==> config.mk <==
export PLATFORM = sky130hd
export DESIGN_NAME = reg_writeback_unit
export DESIGN_NICKNAME = d
export VERILOG_FILES = /design/src/rtl/kgp_risc_pkg.sv /design/src/rtl/wb_fifo.sv /design/src/rtl/reg_writeback_unit.sv
export SDC_FILE = /design/constraint.sdc
export NUM_CORES = 1
export LEC_CHECK = 0
export BUFFER_PORTS_ARGS = -buffer_cell sky130_fd_sc_hd__buf_2
export CORE_ASPECT_RATIO = 2
export CORE_MARGIN = 3
export CORE_UTILIZATION = 52
export CTS_CLUSTER_SIZE = 12
export DETAILED_ROUTE_END_ITERATION = 12
export PLACE_DENSITY = 0.86
export SLEW_MARGIN = 10
export SYNTH_ARGS = -nofsm -noshare
export SYNTH_HDL_FRONTEND = slang
export SYNTH_HIERARCHICAL = 1
export SYNTH_SLANG_ARGS = --single-unit
==> constraint.sdc <==
create_clock -name clka -period 2.2 [get_ports clka]
set_input_delay 0 -clock clka [delete_from_list [all_inputs] [get_ports clka]]
set_output_delay 0 -clock clka [all_outputs]
set_load 0.05 [all_outputs]
==> src/rtl/kgp_risc_pkg.sv <==
// Shared kgp_risc definitions: default datapath sizes and the writeback queue record.
package kgp_risc;

   localparam int DEF_DATA_W = 32;
   localparam int DEF_ADDR_W = 5;
   localparam int DEF_DEPTH  = 4;
   localparam int CNT_W      = 3;

   typedef struct packed {
      logic [DEF_ADDR_W-1:0] addr;
      logic [DEF_DATA_W-1:0] data;
   } wb_entry;

endpackage

==> src/rtl/wb_fifo.sv <==
// Writeback queue with two push ports (a before b) and one pop port.
// Exposes its storage and an occupancy mask so the owner can search pending writes.
module wb_fifo
   import kgp_risc::*;
#(
   parameter int  DEPTH   = DEF_DEPTH,
   parameter type entry_t = wb_entry
) (
   input  logic             clka,
   input  logic             rst,
   input  logic             i_push_a,
   input  entry_t           i_data_a,
   input  logic             i_push_b,
   input  entry_t           i_data_b,
   input  logic             i_pop,
   output entry_t           o_head,
   output logic [CNT_W-1:0] o_count,
   output entry_t           o_mem [DEPTH],
   output logic [DEPTH-1:0] o_occ
);

   localparam int PTR_W = $clog2(DEPTH);

   entry_t           r_mem [DEPTH];
   logic [PTR_W-1:0] r_wr_ptr;
   logic [PTR_W-1:0] r_rd_ptr;
   logic [CNT_W-1:0] r_count;

   logic [CNT_W-1:0] w_n_push;
   logic [PTR_W-1:0] w_wr_ptr_b;

   assign w_n_push   = CNT_W'(i_push_a) + CNT_W'(i_push_b);
   assign w_wr_ptr_b = r_wr_ptr + PTR_W'(1);

   // NOTE: sequential state uses <= so every flop samples pre-edge values regardless of statement order.
   always_ff @(posedge clka) begin
      if (rst) begin
         r_wr_ptr <= '0;
         r_rd_ptr <= '0;
         r_count  <= '0;
      end else begin
         r_wr_ptr <= r_wr_ptr + PTR_W'(w_n_push);
         r_rd_ptr <= r_rd_ptr + PTR_W'(i_pop);
         r_count  <= r_count + w_n_push - CNT_W'(i_pop);
      end
   end

   // NOTE: storage has no reset; stale slots are masked by the pointers and count.
   always_ff @(posedge clka) begin
      if (i_push_a) r_mem[r_wr_ptr]   <= i_data_a;
      if (i_push_b) r_mem[w_wr_ptr_b] <= i_data_b;
   end

   assign o_head  = r_mem[r_rd_ptr];
   assign o_count = r_count;
   assign o_mem   = r_mem;

   // A slot is live when its distance from the read pointer is below the occupancy.
   for (genvar j = 0; j < DEPTH; j++) begin : g_occ
      logic [PTR_W-1:0] w_off;
      assign w_off    = PTR_W'(j) - r_rd_ptr;
      assign o_occ[j] = CNT_W'(w_off) < r_count;
   end

endmodule

==> src/rtl/reg_writeback_unit.sv <==
// Merges ALU and load results into an in-order writeback stream for the register file,
// with a scoreboard telling the read ports which registers still have a write in flight.
module reg_writeback_unit
   import kgp_risc::*;
#(
   parameter int DATA_W = DEF_DATA_W,
   parameter int ADDR_W = DEF_ADDR_W,
   parameter int DEPTH  = DEF_DEPTH
) (
   input  logic              clka,
   input  logic              rst,
   input  logic              alu_valid,
   output logic              alu_ready,
   input  logic [ADDR_W-1:0] alu_addr,
   input  logic [DATA_W-1:0] alu_data,
   input  logic              ld_valid,
   output logic              ld_ready,
   input  logic [ADDR_W-1:0] ld_addr,
   input  logic [DATA_W-1:0] ld_data,
   output logic [ADDR_W-1:0] WriteAddr,
   output logic [DATA_W-1:0] WriteData,
   output logic              reg_write,
   input  logic [ADDR_W-1:0] qaddr1,
   input  logic [ADDR_W-1:0] qaddr2,
   output logic              pending1,
   output logic              pending2,
   output logic [2:0]        count
);

   typedef struct packed {
      logic [ADDR_W-1:0] addr;
      logic [DATA_W-1:0] data;
   } entry_t;

   localparam logic [CNT_W-1:0] LAST_SLOT   = CNT_W'(DEPTH - 1);
   localparam logic [CNT_W-1:0] SECOND_LAST = CNT_W'(DEPTH - 2);

   logic             w_alu_fire;
   logic             w_ld_fire;
   logic             w_push_a;
   logic             w_push_b;
   logic             w_pop;
   entry_t           w_data_a;
   entry_t           w_data_b;
   entry_t           w_head;
   entry_t           w_mem [DEPTH];
   logic [DEPTH-1:0] w_occ;

   // Readiness looks only at registered occupancy, so a pop in this cycle never frees a slot.
   assign alu_ready = (count <= LAST_SLOT);
   assign ld_ready  = (count <= SECOND_LAST) || ((count == LAST_SLOT) && !alu_valid);

   assign w_alu_fire = alu_valid && alu_ready;
   assign w_ld_fire  = ld_valid && ld_ready;
   assign w_push_a   = w_alu_fire || w_ld_fire;
   assign w_push_b   = w_alu_fire && w_ld_fire;
   assign w_data_a   = w_alu_fire ? entry_t'{addr: alu_addr, data: alu_data}
                                  : entry_t'{addr: ld_addr, data: ld_data};
   assign w_data_b   = entry_t'{addr: ld_addr, data: ld_data};
   assign w_pop      = (count != '0);

   wb_fifo #(
      .DEPTH   (DEPTH),
      .entry_t (entry_t)
   ) u_fifo (
      .clka     (clka),
      .rst      (rst),
      .i_push_a (w_push_a),
      .i_data_a (w_data_a),
      .i_push_b (w_push_b),
      .i_data_b (w_data_b),
      .i_pop    (w_pop),
      .o_head   (w_head),
      .o_count  (count),
      .o_mem    (w_mem),
      .o_occ    (w_occ)
   );

   always_ff @(posedge clka) begin
      if (rst) begin
         reg_write <= 1'b0;
         WriteAddr <= '0;
         WriteData <= '0;
      end else if (w_pop) begin
         reg_write <= 1'b1;
         WriteAddr <= w_head.addr;
         WriteData <= w_head.data;
      end else begin
         reg_write <= 1'b0;
      end
   end

   // NOTE: both outputs get a default first so no path through the block infers a latch.
   always_comb begin
      pending1 = reg_write && (WriteAddr == qaddr1);
      pending2 = reg_write && (WriteAddr == qaddr2);
      for (int j = 0; j < DEPTH; j++) begin
         if (w_occ[j] && (w_mem[j].addr == qaddr1)) pending1 = 1'b1;
         if (w_occ[j] && (w_mem[j].addr == qaddr2)) pending2 = 1'b1;
      end
   end

endmodule
# Word-level counts from Yosys, hierarchy flattened
# Index checks and enable logic that the tools add are counted.
# word_totals
regBits	193
out_inout_bits	45
word_cells	90
# op_classes
n_addsub	10
order_cmp	11
eq_ne	11
n_mux	21
n_bitwise	3
reduce_logical	20
# op_table
operator	n
bitwise mux 148 bit	2
2-to-1 mux 148 bit	2
2-to-1 mux 37 bit	5
demux 37 bit (select 2 bit)	2
binary-select mux 37 bit (select 2 bit)	1
equality test 5 bit	10
logical AND 1 bit	16
< comparator 2 x 3 -> 1 bit	4
>= comparator 3 bit (second input constant)	3
2-to-1 mux 1 bit	9
NOT 2 -> 3 bit	3
less-or-equal comparator 3 x 2 -> 1 bit (second input constant)	2
< comparator 3 x 1 -> 1 bit (second input constant)	2
subtractor 1 x 2 -> 2 bit (first input constant)	2
subtractor 2 bit (first input constant)	2
adder 3 bit	1
equality test 3 x 2 -> 1 bit (second input constant)	1
nonzero test 3 bit	1
subtractor 3 x 1 -> 3 bit	1
adder 1 x 1 -> 2 bit	1
adder 2 x 1 -> 2 bit	1
adder 2 x 1 -> 2 bit (second input constant)	1
adder 2 bit	1
logical OR 1 bit	2
zero test 1 bit	1

# Logic depth before layout (Yosys ltp)
# logic_depth
depth_word	9
mapped_depth	10

# By module
# The synthesis kept the hierarchy.
# modules_own_cells
mod	instances	cells_each	area_each_um2	seq_area_each_um2
wb_fifo	1	684	7601.0	3103.0
reg_writeback_unit	1	292	2462.4	760.7

# Least setup slack after synthesis
# No wires, ideal clock.
# synth_timing
path_kind	reg-to-reg
startpoint	reg u_fifo.r_count[0] (netlist: u_fifo/o_count[0])
endpoint	reg u_fifo.r_count[2] (netlist: u_fifo/o_count[2])
setup_ps	115
t_arrival_ps	3143
required_ps	2085
setup_slack_ps	-1058
path_stages_with_launch	11
path_buffers	0
period_less_slack_ps	3258
cell_sequence	dfxtp_1 -> a31oi_1 -> and3_1 -> ha_1 -> inv_1 -> ha_1 -> inv_1 -> ha_1 -> fa_1 -> xnor2_1 -> nor2_1
# synth_via
elab_chain_len	8
word_cells_on_any_way	13
classes_between	3 x add/sub; 2 x order compare; 1 x eq/ne; 7 x reduce/logical
# synth_rtl
element	line_no	source
from (decl)	wb_fifo.sv:27	logic [CNT_W-1:0] r_count;
from (signal assigned)	wb_fifo.sv:44	r_count <= r_count + w_n_push - CNT_W'(i_pop);
branches (longest 2 deep; another with less-or-equal comparator 3 x 2 -> 1 bit)	n/a	
logical OR 1 bit *	reg_writeback_unit.sv:51	assign ld_ready = (count <= SECOND_LAST) || ((count == LAST_SLOT) && !alu_valid);
named net ld_ready	reg_writeback_unit.sv:17	output logic ld_ready,
logical AND 1 bit *	reg_writeback_unit.sv:54	assign w_ld_fire = ld_valid && ld_ready;
logical AND 1 bit *	reg_writeback_unit.sv:56	assign w_push_b = w_alu_fire && w_ld_fire;
named net w_push_b	reg_writeback_unit.sv:41	logic w_push_b;
adder 1 x 1 -> 2 bit *	wb_fifo.sv:32	assign w_n_push = CNT_W'(i_push_a) + CNT_W'(i_push_b);
adder 3 bit *	wb_fifo.sv:44	
subtractor 3 x 1 -> 3 bit *	wb_fifo.sv:44	
# Mark *: on every way through the listed nets, which the timed path passes.
# A chain may end at the register's enable or synchronous reset.

# Final worst setup path
# layout_timing
startpoint	reg u_fifo.r_rd_ptr[1]
endpoint	out pending1
# layout_via
word_cells_on_any_way	16
classes_between	4 x add/sub; 4 x order compare; 4 x mux; 4 x reduce/logical
# layout_rtl
element	line_no	source
from (decl)	wb_fifo.sv:26	logic [PTR_W-1:0] r_rd_ptr;
from (signal assigned)	wb_fifo.sv:43	r_rd_ptr <= r_rd_ptr + PTR_W'(i_pop);
subtractor 2 bit	wb_fifo.sv:61	assign w_off = PTR_W'(j) - r_rd_ptr;
< comparator 2 x 3 -> 1 bit	wb_fifo.sv:62	assign o_occ[j] = CNT_W'(w_off) < r_count;
named net w_occ[3]	reg_writeback_unit.sv:47	logic [DEPTH-1:0] w_occ;
logical AND 1 bit	reg_writeback_unit.sv:98	if (w_occ[j] && (w_mem[j].addr == qaddr1)) pending1 = 1'b1;
2-to-1 mux 1 bit	reg_writeback_unit.sv:98	
to (decl)	reg_writeback_unit.sv:25	output logic pending1,
# The timed path passes the listed nets, and every way through them passes these cells.

==> results.txt <==
run status -> finished, violations left
failing checks -> setup timing
die height -> 202.7 µm
CTS H-Tree Depth -> 4
Clock Path Buffers -> 2
input/output buffers -> 132
WHS Path Cells -> 4
Die Wd -> 104.4 µm
Worst-path clk slew -> 70 ps
max-slew violations -> 0
P_sw -> 8.828 mW
async set-reset flop share out of synthesis -> 0%
FMAX -> 0.4541 GHz
Die Area -> 21160 µm²
Flop pwr share -> 33.1%
# diodes -> 0
DR vias -> 8942
Num CTS Buffers -> 17
Worst Max-Slew Pin Slew -> 1011 ps
vias in the first global route -> 9084
pwr/cell area -> 1695 nW/µm²
Yosys reg bits -> 193
most frequent cells in the layout -> dfxtp_1 (186), buf_2 (130), nand2_1 (76), mux2i_1 (75), o2bb2ai_1 (74)
Seq/Total Area, Yosys -> 38.39%
crit-path cells -> buf_12 > inv_1 > ha_1 > a21oi_1 > or2_2 > a31oi_1 > nand4_1 > buf_6
Fillers -> 1473
Post-DP HPWL -> 18330 µm
GR Util All Layers -> 27.40%
Post-synth EDFFs -> 0
clock root buffer -> clkbuf_16
syn avg cell area -> 10.31 µm²
IO Count -> 133
Hold Path Sink -> u_fifo/o_mem[61]
Placed Cells incl. Taps -> 1298
post-route ant nets -> 0
Clock Power Share -> 15.8%
Final Non-Filler Cells -> 1375
Synthesized Nets -> 1075
worst reg-to-reg setup slack -> 70 ps
min-delay src -> alu_data[24]
CTS tree -> built
number of DRC markers in iteration 0 -> 1070
CP peak stage delay -> 380 ps
Cell Area, Synth -> 10060 µm²
normalized max-slew margin -> 32.60%
final period utilization -> 100.1%
Remaining DRCs -> 0
Hold Path Class -> in2reg
Area growth syn-to-layout -> 19.86%
FF-to-FF path depth -> 9
Pleak -> 4.763 nW
Unique masters post-synth -> 42
Critical Path AT -> 2200 ps
final worst path period need -> 2202 ps
worst r2r dst -> u_fifo/o_count[1]
Final Hold Fails -> 0
final worst setup slack -> -2.099 ps
Crit. End Element -> output port
per-cell routed wire length -> 21.79 µm
Nets -> 1206
layout cells sized above 1 -> 24.91%
Placer Congestion -> 0.9292
final wirelength -> 29960 µm
Rows -> 71
critical path class -> reg2out
Crit-path slowest cell -> dfxtp_2
clk_skew -> 10.60 ps
first-pass GRT wire length -> 46610 µm
most common cell after layout, fill and taps aside -> dfxtp_1
RSZ-0062 raised after global routing -> yes
largest net degree at the start of global routing -> 115
Most used DFF post-synth -> dfxtp_1
Core Area -> 18920 µm²
critical-path maximum fanout -> 23
R2R Path Start -> u_fifo/o_count[1]
data required time of the critical path -> 2200 ps
setup TNS -> -2.099 ps
Setup-failing EPs final -> 1
vias per cell -> 6.503
Sw Share -> 43.18%
Remaining Overflow, GRT -> 0
Gate power share -> 51.1%
Worst Setup Start Kind -> flip-flop
initial core utilization -> 53.18%
Cells after Synth -> 976
Max-cap violations -> 0
initial antenna violation count -> 0
synth warn -> 6
drt first pass iters -> 5
worst slack at placement -> 65.91 ps
peak supply drop -> 1.393 mV
internal power -> 11.62 mW
CTS Sinks -> 193
clk_lat worst skew -> 440 ps
worst max path at each step:
stage,start,to,slack [ps],cells after the start
floorplan,u_fifo/o_count[0],u_fifo/o_count[1],-240,9
global placement,u_fifo/o_count[1],u_fifo/o_count[1],110,9
detailed placement,u_fifo/o_count[0],u_fifo/o_count[1],70,9
CTS,u_fifo/r_rd_ptr[1],pending2,-2,9
global route,u_fifo/r_rd_ptr[0],pending2,-100,9
finish,u_fifo/r_rd_ptr[1],pending1,-2,8
state kept, by name (all words and copies together) (netlist names):
name / count
u_fifo/o_mem: 148
WriteData: 32
WriteAddr: 5
u_fifo/o_count: 3
u_fifo/r_rd_ptr: 2
u_fifo/r_wr_ptr: 2
reg_write: 1
cell type report:
type / count / area [µm²] / share of cell area, %
multi-input combinational: 675 / 5672 / 47.02
timing repair buffer: 209 / 1529 / 12.68
clock inverter: 11 / 151.4 / 1.255
tap: 255 / 319.1 / 2.645
clock buffer: 21 / 460.4 / 3.817
inverter: 11 / 45.04 / 0.3734
sequential: 193 / 3885 / 32.21
power groups by stage:
| stage | logic (mW) | registers, mW | clock network (mW) |
|---|---|---|---|
| global route | 11.1 | 6.93 | 3.41 |
| CTS | 10.1 | 6.70 | 3.26 |
| finish | 10.4 | 6.77 | 3.23 |
| global placement | 9.60 | 6.64 | 0 |
| floorplan | 6.63 | 7.60 | 0 |
| detailed placement | 9.85 | 6.73 | 0 |
synth_stat cells (all sizes together) (2+ instances only):
cell / count / share of area [%]
dfxtp: 193 / 38
nand2: 77 / 2.9
mux2i: 75 / 7.5
o21ai: 74 / 3.8
o2bb2ai: 74 / 6.4
buf: 73 / 5.0
o211ai: 73 / 5.4
a21oi: 41 / 2.0
xor2: 41 / 3.6
a22oi: 37 / 2.8
mux2: 37 / 4.1
mux4: 37 / 8.3
nand3b: 36 / 2.7
clkbuf: 24 / 0.90
xnor2: 15 / 1.3
inv: 11 / 0.41
ha: 10 / 1.2
nor4: 10 / 0.77
nand3: 7 / 0.35
nor2: 6 / 0.22
nor2b: 5 / 0.34
a31oi: 4 / 0.25
and3: 3 / 0.19
or2: 3 / 0.19
and2: 2 / 0.15
nand2b: 2 / 0.12
nand4: 2 / 0.12
critical path: cells and delay by family, from the launching register on:
kind	cells	cell delay, ps
buffers and inverters	3	440
adders and majority gates	1	300
and+or+nand+nor	2	430
DFF	1	380
AOI/OAI and AO/OA	2	210
logic make-up (layout without fill, tap and decap cells):
family | after synthesis | in the layout | synth area share [%]
AOI/OAI and AO/OA | 304 | 304 | 20.76
DFF | 193 | 193 | 38.39
and+or+nand+nor | 155 | 155 | 8.343
muxes | 149 | 149 | 19.88
buffers and inverters | 108 | 252 | 6.304
xor gates and xnor gates | 56 | 56 | 4.874
adders and majority gates | 11 | 11 | 1.442
metal layers:
metal	global-route usage (%)	up-vias	part of all wire, %	wire length [µm]
met5	0	-	0	0
met4	19.50	0	6.4	1920
met3	4.868	140	6.3	1874
met2	47.04	530	51	15230
met1	30.28	4330	37	10930
li1	-	3942	-	-
through the flow:
step | instance area [µm²] | utilization, % | hold slack (ps) | power (mW)
3_3_place_gp | 10890 | 57.57 | 288.2 | 16.24
6_report | 12060 | 63.74 | 14.30 | 20.45
3_5_place_dp | 10890 | 57.57 | 295.1 | 16.58
5_1_grt | 12060 | 63.74 | 23.31 | 21.46
4_1_cts | 11980 | 63.29 | 0.2627 | 20.09
2_1_floorplan | 10110 | - | 61.93 | 14.24
timing repair:
item,CTS,global route
hold buffers,38,0
setup endpoints to repair,2,3
cloned,1,0
endpoints found under the hold margin,124,0
buffers inserted,2,4
pin swaps,2,8
gates resized for setup,10,8
No activity file was read; power rests on OpenSTA's default activity.
